**config.mk**
```make
export PLATFORM = sky130hd
export DESIGN_NAME = dot_matrix_scanner
export DESIGN_NICKNAME = d
export VERILOG_FILES = /design/src/rtl/dot_matrix_scanner.sv
export SDC_FILE = /design/constraint.sdc
export NUM_CORES = 1
export LEC_CHECK = 0
export CAP_MARGIN = 20
export CORE_MARGIN = 2
export CORE_UTILIZATION = 40
export DETAILED_ROUTE_END_ITERATION = 12
export SLEW_MARGIN = 5
export SYNTH_ARGS = -nofsm -noshare
export SYNTH_HDL_FRONTEND = slang
export SYNTH_SLANG_ARGS = --single-unit
```
**constraint.sdc**
```tcl
create_clock -name clock -period 3.3 [get_ports clock]
set_input_delay 0.495 -clock clock [delete_from_list [all_inputs] [get_ports clock]]
set_output_delay 0.495 -clock clock [all_outputs]
set_load 0.005 [all_outputs]
```
**src/rtl/dot_matrix_scanner.sv**
```systemverilog
`default_nettype none
// ============================================================================
//  Module      : dot_matrix_scanner
//  Description : Row-multiplexed LED dot-matrix scanner with double-buffered
//                image banks, frame-aligned bank swap, blink and blank.
//  Revision    : 1.0 - initial release
// ----------------------------------------------------------------------------
//  Ports
//    clock       in   1              scan clock, rising edge
//    reset       in   1              asynchronous reset, active low
//    wr_en       in   1              write strobe into the back bank
//    wr_row      in   log2(ROWS)     row index for a write
//    wr_data     in   COLS           row column bits, 1 = LED on
//    swap_req    in   1              exchange banks at the next frame boundary
//    blink_en    in   1              enable blinking of the displayed image
//    blank       in   1              force the display dark
//    dot_row     out  ROWS           row select, one-hot-low, row 0 = MSB
//    dot_col     out  COLS           column drive, active high
//    swap_ack    out  1              one-cycle pulse after a bank swap
//    frame_start out  1              high while row 0 of a frame is first shown
// ============================================================================
module dot_matrix_scanner #(
   parameter int ROWS         = 8,
   parameter int COLS         = 8,
   parameter int DWELL        = 1,
   parameter int BLINK_FRAMES = 64
) (
   input  logic                    clock,
   input  logic                    reset,
   input  logic                    wr_en,
   input  logic [$clog2(ROWS)-1:0] wr_row,
   input  logic [COLS-1:0]         wr_data,
   input  logic                    swap_req,
   input  logic                    blink_en,
   input  logic                    blank,
   output logic [ROWS-1:0]         dot_row,
   output logic [COLS-1:0]         dot_col,
   output logic                    swap_ack,
   output logic                    frame_start
);

   localparam int c_rw = $clog2(ROWS);
   localparam int c_dw = (DWELL > 1) ? $clog2(DWELL) : 1;
   localparam int c_fw = $clog2(2 * BLINK_FRAMES);

   localparam logic [c_rw-1:0] c_row_last   = c_rw'(ROWS - 1);
   localparam logic [c_dw-1:0] c_dwell_last = c_dw'(DWELL - 1);
   localparam logic [c_fw-1:0] c_frame_last = c_fw'(2 * BLINK_FRAMES - 1);
   localparam logic [c_fw-1:0] c_blink_half = c_fw'(BLINK_FRAMES);
   localparam logic [ROWS-1:0] c_row_msb    = {1'b1, {(ROWS-1){1'b0}}};

   logic [c_dw-1:0] r_dwell;
   logic [c_rw-1:0] r_rc;
   logic [c_fw-1:0] r_frame;
   logic            r_pending;
   logic            r_bank_sel;   // 0: bank0 is front, 1: bank1 is front
   logic [COLS-1:0] r_bank0 [ROWS];
   logic [COLS-1:0] r_bank1 [ROWS];

   logic            w_dwell_end;
   logic            w_wrap;
   logic            w_swap;
   logic            w_wr_ok;
   logic            w_blink_off;
   logic [COLS-1:0] w_front_row;
   logic [ROWS-1:0] w_row_sel;

   assign w_dwell_end = (r_dwell == c_dwell_last);
   assign w_wrap      = w_dwell_end && (r_rc == c_row_last);
   // A request arriving on the wrap edge itself is honoured immediately.
   assign w_swap      = w_wrap && (r_pending || swap_req);
   assign w_wr_ok     = (32'(wr_row) < 32'(ROWS));
   assign w_blink_off = blink_en && (r_frame >= c_blink_half);
   assign w_front_row = r_bank_sel ? r_bank1[r_rc] : r_bank0[r_rc];
   // Row 0 pulls the MSB low, row ROWS-1 pulls the LSB low.
   assign w_row_sel   = ~(c_row_msb >> r_rc);

   // Scan position, frame counter, swap handshake
   always_ff @(posedge clock or negedge reset) begin
      if (!reset) begin
         r_dwell    <= '0;
         r_rc       <= '0;
         r_frame    <= '0;
         r_pending  <= 1'b0;
         r_bank_sel <= 1'b0;
      end else begin
         if (w_dwell_end) begin
            r_dwell <= '0;
            r_rc    <= (r_rc == c_row_last) ? '0 : r_rc + c_rw'(1);
         end else begin
            r_dwell <= r_dwell + c_dw'(1);
         end
         if (w_wrap) begin
            r_frame <= (r_frame == c_frame_last) ? '0 : r_frame + c_fw'(1);
         end
         if (w_swap) begin
            r_pending  <= 1'b0;
            r_bank_sel <= ~r_bank_sel;
         end else if (swap_req) begin
            r_pending  <= 1'b1;
         end
      end
   end

   // Writes target the bank that is back before this edge, so a write on
   // the swap edge ends up in the new front bank.
   always_ff @(posedge clock or negedge reset) begin
      if (!reset) begin
         for (int i = 0; i < ROWS; i++) begin
            r_bank0[i] <= '0;
            r_bank1[i] <= '0;
         end
      end else if (wr_en && w_wr_ok) begin
         if (r_bank_sel) begin
            r_bank0[wr_row] <= wr_data;
         end else begin
            r_bank1[wr_row] <= wr_data;
         end
      end
   end

   // Registered outputs, one clock behind the scan position
   always_ff @(posedge clock or negedge reset) begin
      if (!reset) begin
         dot_row     <= '1;
         dot_col     <= '0;
         swap_ack    <= 1'b0;
         frame_start <= 1'b0;
      end else begin
         dot_row     <= blank ? '1 : w_row_sel;
         dot_col     <= (blank || w_blink_off) ? '0 : w_front_row;
         swap_ack    <= w_swap;
         frame_start <= (r_rc == '0) && (r_dwell == '0);
      end
   end

endmodule
`default_nettype wire

```
==> results of run 1 <==
-- flip-flops by register name, indices dropped and copies added (netlist names) --
| register | flops |
|---|---|
| r_bank0 | 64 |
| r_bank1 | 64 |
| dot_col | 8 |
| dot_row | 8 |
| r_frame | 7 |
| r_rc | 3 |
| frame_start | 1 |
| r_bank_sel | 1 |
| r_pending | 1 |
| swap_ack | 1 |
-- path summary, 6_finish.rpt --
kind                       slack, ns  cells after the start           to   startpoint
min reg2reg                     0.50                      1  r_bank1[55]  r_bank1[55]
max in group asynchronous       2.26                      2  r_bank1[55]        reset
max                             0.95                      5   r_frame[5]      r_rc[0]
min                             0.09                      1  frame_start        reset
min in group clock              0.50                      1  r_bank1[55]  r_bank1[55]
max reg2reg                     0.95                      5   r_frame[5]      r_rc[0]
-- through the flow --
step | hold slack (ns) | cell area (sq um)
final | 0.0947 | 8140
after global routing | 0.159 | 8140
after CTS | 0.130 | 8140
after detailed placement | 0.491 | 7560
after global placement | 0.461 | 7560
after floorplan | 0.199 | 6980
-- kinds of logic (layout without fill, tap and decap cells) --
logic type,after synthesis,in the layout,synth area share
adders and majority gates,7,7,0.0125
xor gates and xnor gates,4,4,0.00502
buffers and inverters,30,79,0.0197
AOI/OAI and AO/OA,23,23,0.0221
DFF,158,158,0.568
and+or+nand+nor,59,59,0.0484
muxes,175,175,0.324
-- worst max-delay path, stage by stage (launching register included) --
cell and delay [ns]:
sky130_fd_sc_hd__dfrtp_2 0.90, sky130_fd_sc_hd__ha_1 0.30, sky130_fd_sc_hd__ha_1 0.42, sky130_fd_sc_hd__nand4_1 0.25
sky130_fd_sc_hd__a21oi_1 0.19, sky130_fd_sc_hd__o21ba_2 0.17
-- power breakdown --
part	internal (W)	switching, W	total, W	leakage [nW]
combinational	0.000427	0.000232	0.000659	1.24
sequential	0.00228	0.000168	0.00245	1.92
clock	0.00114	0.000776	0.00192	0.278
total	0.00385	0.00118	0.00502	3.43
-- synthesized netlist by cell type, types with 2 or more instances --
cell type                  count
sky130_fd_sc_hd__a21oi_1       2
sky130_fd_sc_hd__buf_2         8
sky130_fd_sc_hd__buf_4         2
sky130_fd_sc_hd__clkbuf_1     13
sky130_fd_sc_hd__dfrtp_1     150
sky130_fd_sc_hd__dfstp_2       8
sky130_fd_sc_hd__ha_1          7
sky130_fd_sc_hd__inv_1         5
sky130_fd_sc_hd__mux2_2      139
sky130_fd_sc_hd__mux2i_1       9
sky130_fd_sc_hd__mux4_2       27
sky130_fd_sc_hd__nand2_1       5
sky130_fd_sc_hd__nand2b_1      6
sky130_fd_sc_hd__nand3_1       4
sky130_fd_sc_hd__nand3b_1      7
sky130_fd_sc_hd__nand3b_2      2
sky130_fd_sc_hd__nand4_1       4
sky130_fd_sc_hd__nor2_1       14
sky130_fd_sc_hd__nor2_2        9
sky130_fd_sc_hd__nor2b_1       2
sky130_fd_sc_hd__o21ai_0       5
sky130_fd_sc_hd__o221ai_1      5
sky130_fd_sc_hd__o22ai_1       8
sky130_fd_sc_hd__or3_1         3
sky130_fd_sc_hd__xnor2_1       2
sky130_fd_sc_hd__xor2_1        2
-- cell type report --
class                   count  share of cell area
flip-flops and latches    158               0.487
clock inverters            11              0.0143
inverters                   5             0.00231
clock buffers              20              0.0561
repair buffers             43              0.0518
well taps                 225              0.0346
multi-input cells         268               0.354
-- layer usage --
metal,global-route usage,wire [microns],up-vias
met2,0.294,7530,76
li1,-,-,1754
met5,0,0,-
met3,0.0462,593,15
met4,0.0625,208,0
met1,0.239,6790,2119
==> impl_metrics.py, run 1 <==
metrics = {
    "clock_tree": {
        "clkLatencyLatePin_ns": 0.43,
        "cts-buffers-inserted": 17,
        "ctsResizeCount": 0,
        "ctsHtreeMaxLevel": 4,
        "clkSinkCount": 158,
        "postCtsSetupBuffers": 0,
        "clock_slew_at_reported_path_ffs_ns": 0.06,
        "cts_max_path_buffers": 2,
        "cts_hold_buf": 0,
        "tritoncts": "built",
        "cts-root-buf": "sky130_fd_sc_hd__clkbuf_16",
    },
    "job": {
        "max-cap-violations": 0,
    },
    "global_routing": {
        "grt_use_total": 0.182,
        "number_of_global_route_vias_before_repair": 4276,
        "initial_antenna_violation_count": 0,
        "grt_first_pass_wirelength_microns": 24600,
        "grt_start_max_net_pins": 81,
        "total_global_routing_overflow": 0,
    },
    "cells_and_area": {
        "insertedDiodeCount": 0,
        "layout_commonest_cell": "sky130_fd_sc_hd__dfrtp_1",
        "layout_common_cells": "sky130_fd_sc_hd__dfrtp_1 (149), sky130_fd_sc_hd__mux2_2 (139), sky130_fd_sc_hd__clkdlybuf4s50_1 (33), sky130_fd_sc_hd__mux4_2 (27), sky130_fd_sc_hd__clkbuf_16 (17)",
        "final_layout_size_suffix_gt1_frac": 0.453,
        "layout-area-overhead-vs-synth_pct": 16.6,
        "finalCoreUtilization": 0.474,
        "fillCellCount": 1510,
        "num-nets-final": 517,
        "post_layout_nonfiller_instances": 730,
        "multiInputGateArea_sq_um": 2880,
        "storage_cell_area_sq_um": 3970,
    },
    "synthesis": {
        "yosysWarningCount": 0,
        "syn-instance-count": 456,
        "synth.distinct_cells": 34,
        "synth_seq_area_share": 0.568,
        "postSynthAreaPerCell_sq_um": 15.3,
        "synthTopCellsByArea": "sky130_fd_sc_hd__dfrtp_1 (54%), sky130_fd_sc_hd__mux2_2 (22%), sky130_fd_sc_hd__mux4_2 (8.7%)",
        "synthArstFlopShare": 1.00,
        "synth.top_cell.area_share": 0.538,
        "synth.largest_area_cell": "sky130_fd_sc_hd__dfrtp_1",
        "syn-num-nets": 480,
        "mappedNetlistArea_sq_um": 6980,
        "number_of_synthesized_flops_with_an_enable_pin": 0,
        "ys.flop_type": "sky130_fd_sc_hd__dfrtp_1",
        "synth-seq-cells": 158,
    },
    "power": {
        "ir_drop_mv": 0.390,
        "leakagePower_nw": 3.43,
        "totalPowerFinal_w": 0.00502,
        "power.density_nw_per_um2": 617,
    },
    "sta": {
        "timing_worst_slew_pin_value_ns": 0.824,
        "setup_total_negative_slack_ns": 0,
        "worst_clock_skew_on_the_final_layout_ns": 0.0124,
        "slew_violations": 0,
        "worst_slew_margin_rel": 0.450,
        "setup_ws_ns": 0.951,
        "finalSetupViolations": 0,
        "final.min_clock_period_ns": 2.35,
        "hold_violations": 0,
        "final_min_period_over_clock_period": 0.712,
        "rsz0062_at_grt": "no",
        "timing.fmax_ghz": 0.426,
    },
    "placed_design": {
        "place_hpwl_microns": 10000,
        "placedCellCount": 699,
        "placement.io_buffers": 34,
        "place_worst_setup_slack_ns": 0.849,
        "finalWeightedCongestion": 0.757,
    },
    "die": {
        "die_w_microns": 136,
        "die_height_microns": 136,
        "core_sq_um": 17200,
        "die_area_sq_um": 18500,
        "num_io_pins": 35,
        "initial_utilization": 0.406,
        "rows": 48,
    },
    "worst_setup_path": {
        "cp-start-kind": "flop",
        "critical_path_capture_point_type": "flop",
        "worstSetupPathType": "reg -> reg",
        "critPathRequiredTime_ns": 3.61,
        "critical_path.max_fanout": 23,
        "worstPathArrival_ns": 2.66,
    },
    "route": {
        "initialDrtViolationCount": 250,
        "drtAntennaViolNets": 0,
        "drt_pass1_iterations": 4,
        "route.detailed.wl_per_inst_microns": 20.7,
        "dr_total_vias": 3964,
        "drcViolationCount": 0,
        "route.detailed.vias_per_inst": 5.43,
        "drt-total-wl_microns": 15100,
    },
    "run_status": {
        "status": "finished clean",
    },
    "min_path": {
        "hold_class": "in -> async",
    },
}
No activity file was read; power rests on OpenSTA's default activity.
==> inputs of run 2 (changes only) <==
- clock period: 3.3 -> 2 ns (I/O delays scaled with it)
==> impl_metrics.py, run 2 (synthesis results as in run 1) <==
metrics = {
    "sta": {
        "hold_violations": 0,
        "timing_worst_slew_pin_value_ns": 0.625,
        "rsz0062_at_grt": "no",
        "slew_violations": 0,
        "worst_slew_margin_rel": 0.583,
        "final.min_clock_period_ns": 1.72,
        "worst_clock_skew_on_the_final_layout_ns": 0.00661,
        "finalSetupViolations": 0,
        "setup_ws_ns": 0.284,
        "final_min_period_over_clock_period": 0.858,
        "timing.fmax_ghz": 0.583,
    },
    "cells_and_area": {
        "layout_common_cells": "sky130_fd_sc_hd__dfrtp_1 (149), sky130_fd_sc_hd__mux2_2 (139), sky130_fd_sc_hd__clkdlybuf4s50_1 (33), sky130_fd_sc_hd__mux4_2 (27)",
        "layout_commonest_cell": "sky130_fd_sc_hd__dfrtp_1",
        "reg_top3": "r_bank0 x64, r_bank1 x64",
        "insertedDiodeCount": 0,
        "layout-area-overhead-vs-synth_pct": 21.1,
        "final_layout_size_suffix_gt1_frac": 0.472,
        "num-nets-final": 539,
        "postLayoutCellArea_sq_um": 8450,
    },
    "die": {
        "core_sq_um": 17200,
        "die_area_sq_um": 18500,
        "die_height_microns": 136,
        "initial_utilization": 0.406,
        "die_w_microns": 136,
        "rows": 48,
        "num_io_pins": 35,
    },
    "clock_tree": {
        "cts_hold_buf": 1,
        "ctsHtreeMaxLevel": 4,
        "cts-root-buf": "sky130_fd_sc_hd__clkbuf_16",
        "cts_max_path_buffers": 2,
        "postCtsSetupBuffers": 0,
        "clkSinkCount": 158,
        "clkLatencyLatePin_ns": 0.42,
        "tritoncts": "built",
        "clock_slew_at_reported_path_ffs_ns": 0.06,
        "ctsResizeCount": 0,
        "cts-buffers-inserted": 17,
    },
    "global_routing": {
        "grt_use_total": 0.177,
        "total_global_routing_overflow": 0,
        "grt_first_pass_wirelength_microns": 24200,
        "number_of_global_route_vias_before_repair": 4314,
        "initial_antenna_violation_count": 0,
        "grt_start_max_net_pins": 54,
    },
    "worst_setup_path": {
        "cp-start-kind": "flop",
        "max_stage_delay_ns": 0.51,
        "crit_chain": "clkdlybuf4s50_1",
        "worstPathArrival_ns": 1.42,
        "critical_path_buf_inv_count": 1,
        "critical_path.max_fanout": 1,
        "slowest_stage": "sky130_fd_sc_hd__dfstp_2",
        "critPathRequiredTime_ns": 1.70,
        "worstSetupPathType": "reg -> out",
        "critical_path_capture_point_type": "primary output",
        "critPathTopFamily": "flip-flops",
    },
    "placed_design": {
        "placement.io_buffers": 34,
        "post_dp_cell_area_sq_um": 7870,
        "place_worst_setup_slack_ns": 0.00108,
        "finalWeightedCongestion": 0.745,
        "place_hpwl_microns": 9880,
    },
    "route": {
        "route.detailed.vias_per_inst": 5.37,
        "drtAntennaViolNets": 0,
        "drt-total-wl_microns": 14900,
        "drcViolationCount": 0,
        "drt_pass1_iterations": 4,
        "initialDrtViolationCount": 159,
        "dr_total_vias": 4042,
        "route.detailed.wl_per_inst_microns": 19.8,
    },
    "run_status": {
        "status": "finished clean",
    },
    "job": {
        "max-cap-violations": 0,
    },
    "power": {
        "leakagePower_nw": 3.57,
        "power.density_nw_per_um2": 974,
        "ir_drop_mv": 0.625,
    },
    "min_path": {
        "hold_class": "in -> async",
    },
}
## run 2: cell count changes in the layout (fill, tap and decap cells not counted)
cell | previous run | this run
sky130_fd_sc_hd__dlygate4sd3_1 | 0 | 1
sky130_fd_sc_hd__clkinvlp_4 | 3 | 5
sky130_fd_sc_hd__buf_12 | 1 | 13
sky130_fd_sc_hd__clkbuf_1 | 1 | 3
sky130_fd_sc_hd__clkinv_2 | 5 | 4
sky130_fd_sc_hd__clkbuf_8 | 2 | 1
sky130_fd_sc_hd__buf_4 | 8 | 17
sky130_fd_sc_hd__inv_6 | 1 | 0
## run 2: where the power goes
group,total [W],leakage [nW],internal (W),switching (W)
Sequential,0.00402,1.92,0.00376,0.000262
Clock,0.00310,0.265,0.00186,0.00125
Combinational,0.00111,1.38,0.000729,0.000378
Total,0.00823,3.57,0.00634,0.00188
## run 2: per-layer routing
layer | track usage | share of wire
met3 | 0.0440 | 0.033
met5 | 0 | 0
met2 | 0.300 | 0.51
met1 | 0.228 | 0.45
met4 | 0.0469 | 0.011
## run 2: cell type report
class | instances | area (sq um)
Sequential cell | 158 | 3970
Tap cell | 225 | 282
Timing Repair Buffer | 65 | 739
Clock buffer | 21 | 450
Fill cell | 1514 | 8730
Inverter | 5 | 18.8
Clock inverter | 11 | 118
Multi-Input combinational cell | 268 | 2880
## run 2: final timing paths
path / start / endpoint / slack (ns) / cells past startpoint
hold / removal: reset / r_bank0[22] / 0.42 / 2
setup / recovery: dot_row[7] / dot_row[7] / 0.28 / 1
min in group clock: r_pending / r_pending / 0.48 / 2
hold reg to reg: r_pending / r_pending / 0.48 / 2
setup reg to reg: r_rc[1] / dot_col[6] / 0.29 / 4
max in group asynchronous: reset / r_bank0[41] / 0.93 / 3
## run 2: per-stage QoR
step	instances	hold slack (ns)	util	TNS (ns)	power (W)
after floorplan	456	0.00441	-	0	0.00478
after global placement	720	0.288	0.458	-0.0801	0.00512
after detailed placement	720	0.292	0.458	0	0.00520
after CTS	753	0.415	0.492	0	0.00832
after global routing	753	0.452	0.492	0	0.00862
final	753	0.421	0.492	0	0.00823
==> inputs of run 3 (changes only) <==
- TNS_END_PERCENT: not set -> 50
==> results of run 3 <==
The final DEF is identical to that of run 2; final timing and power are the same.
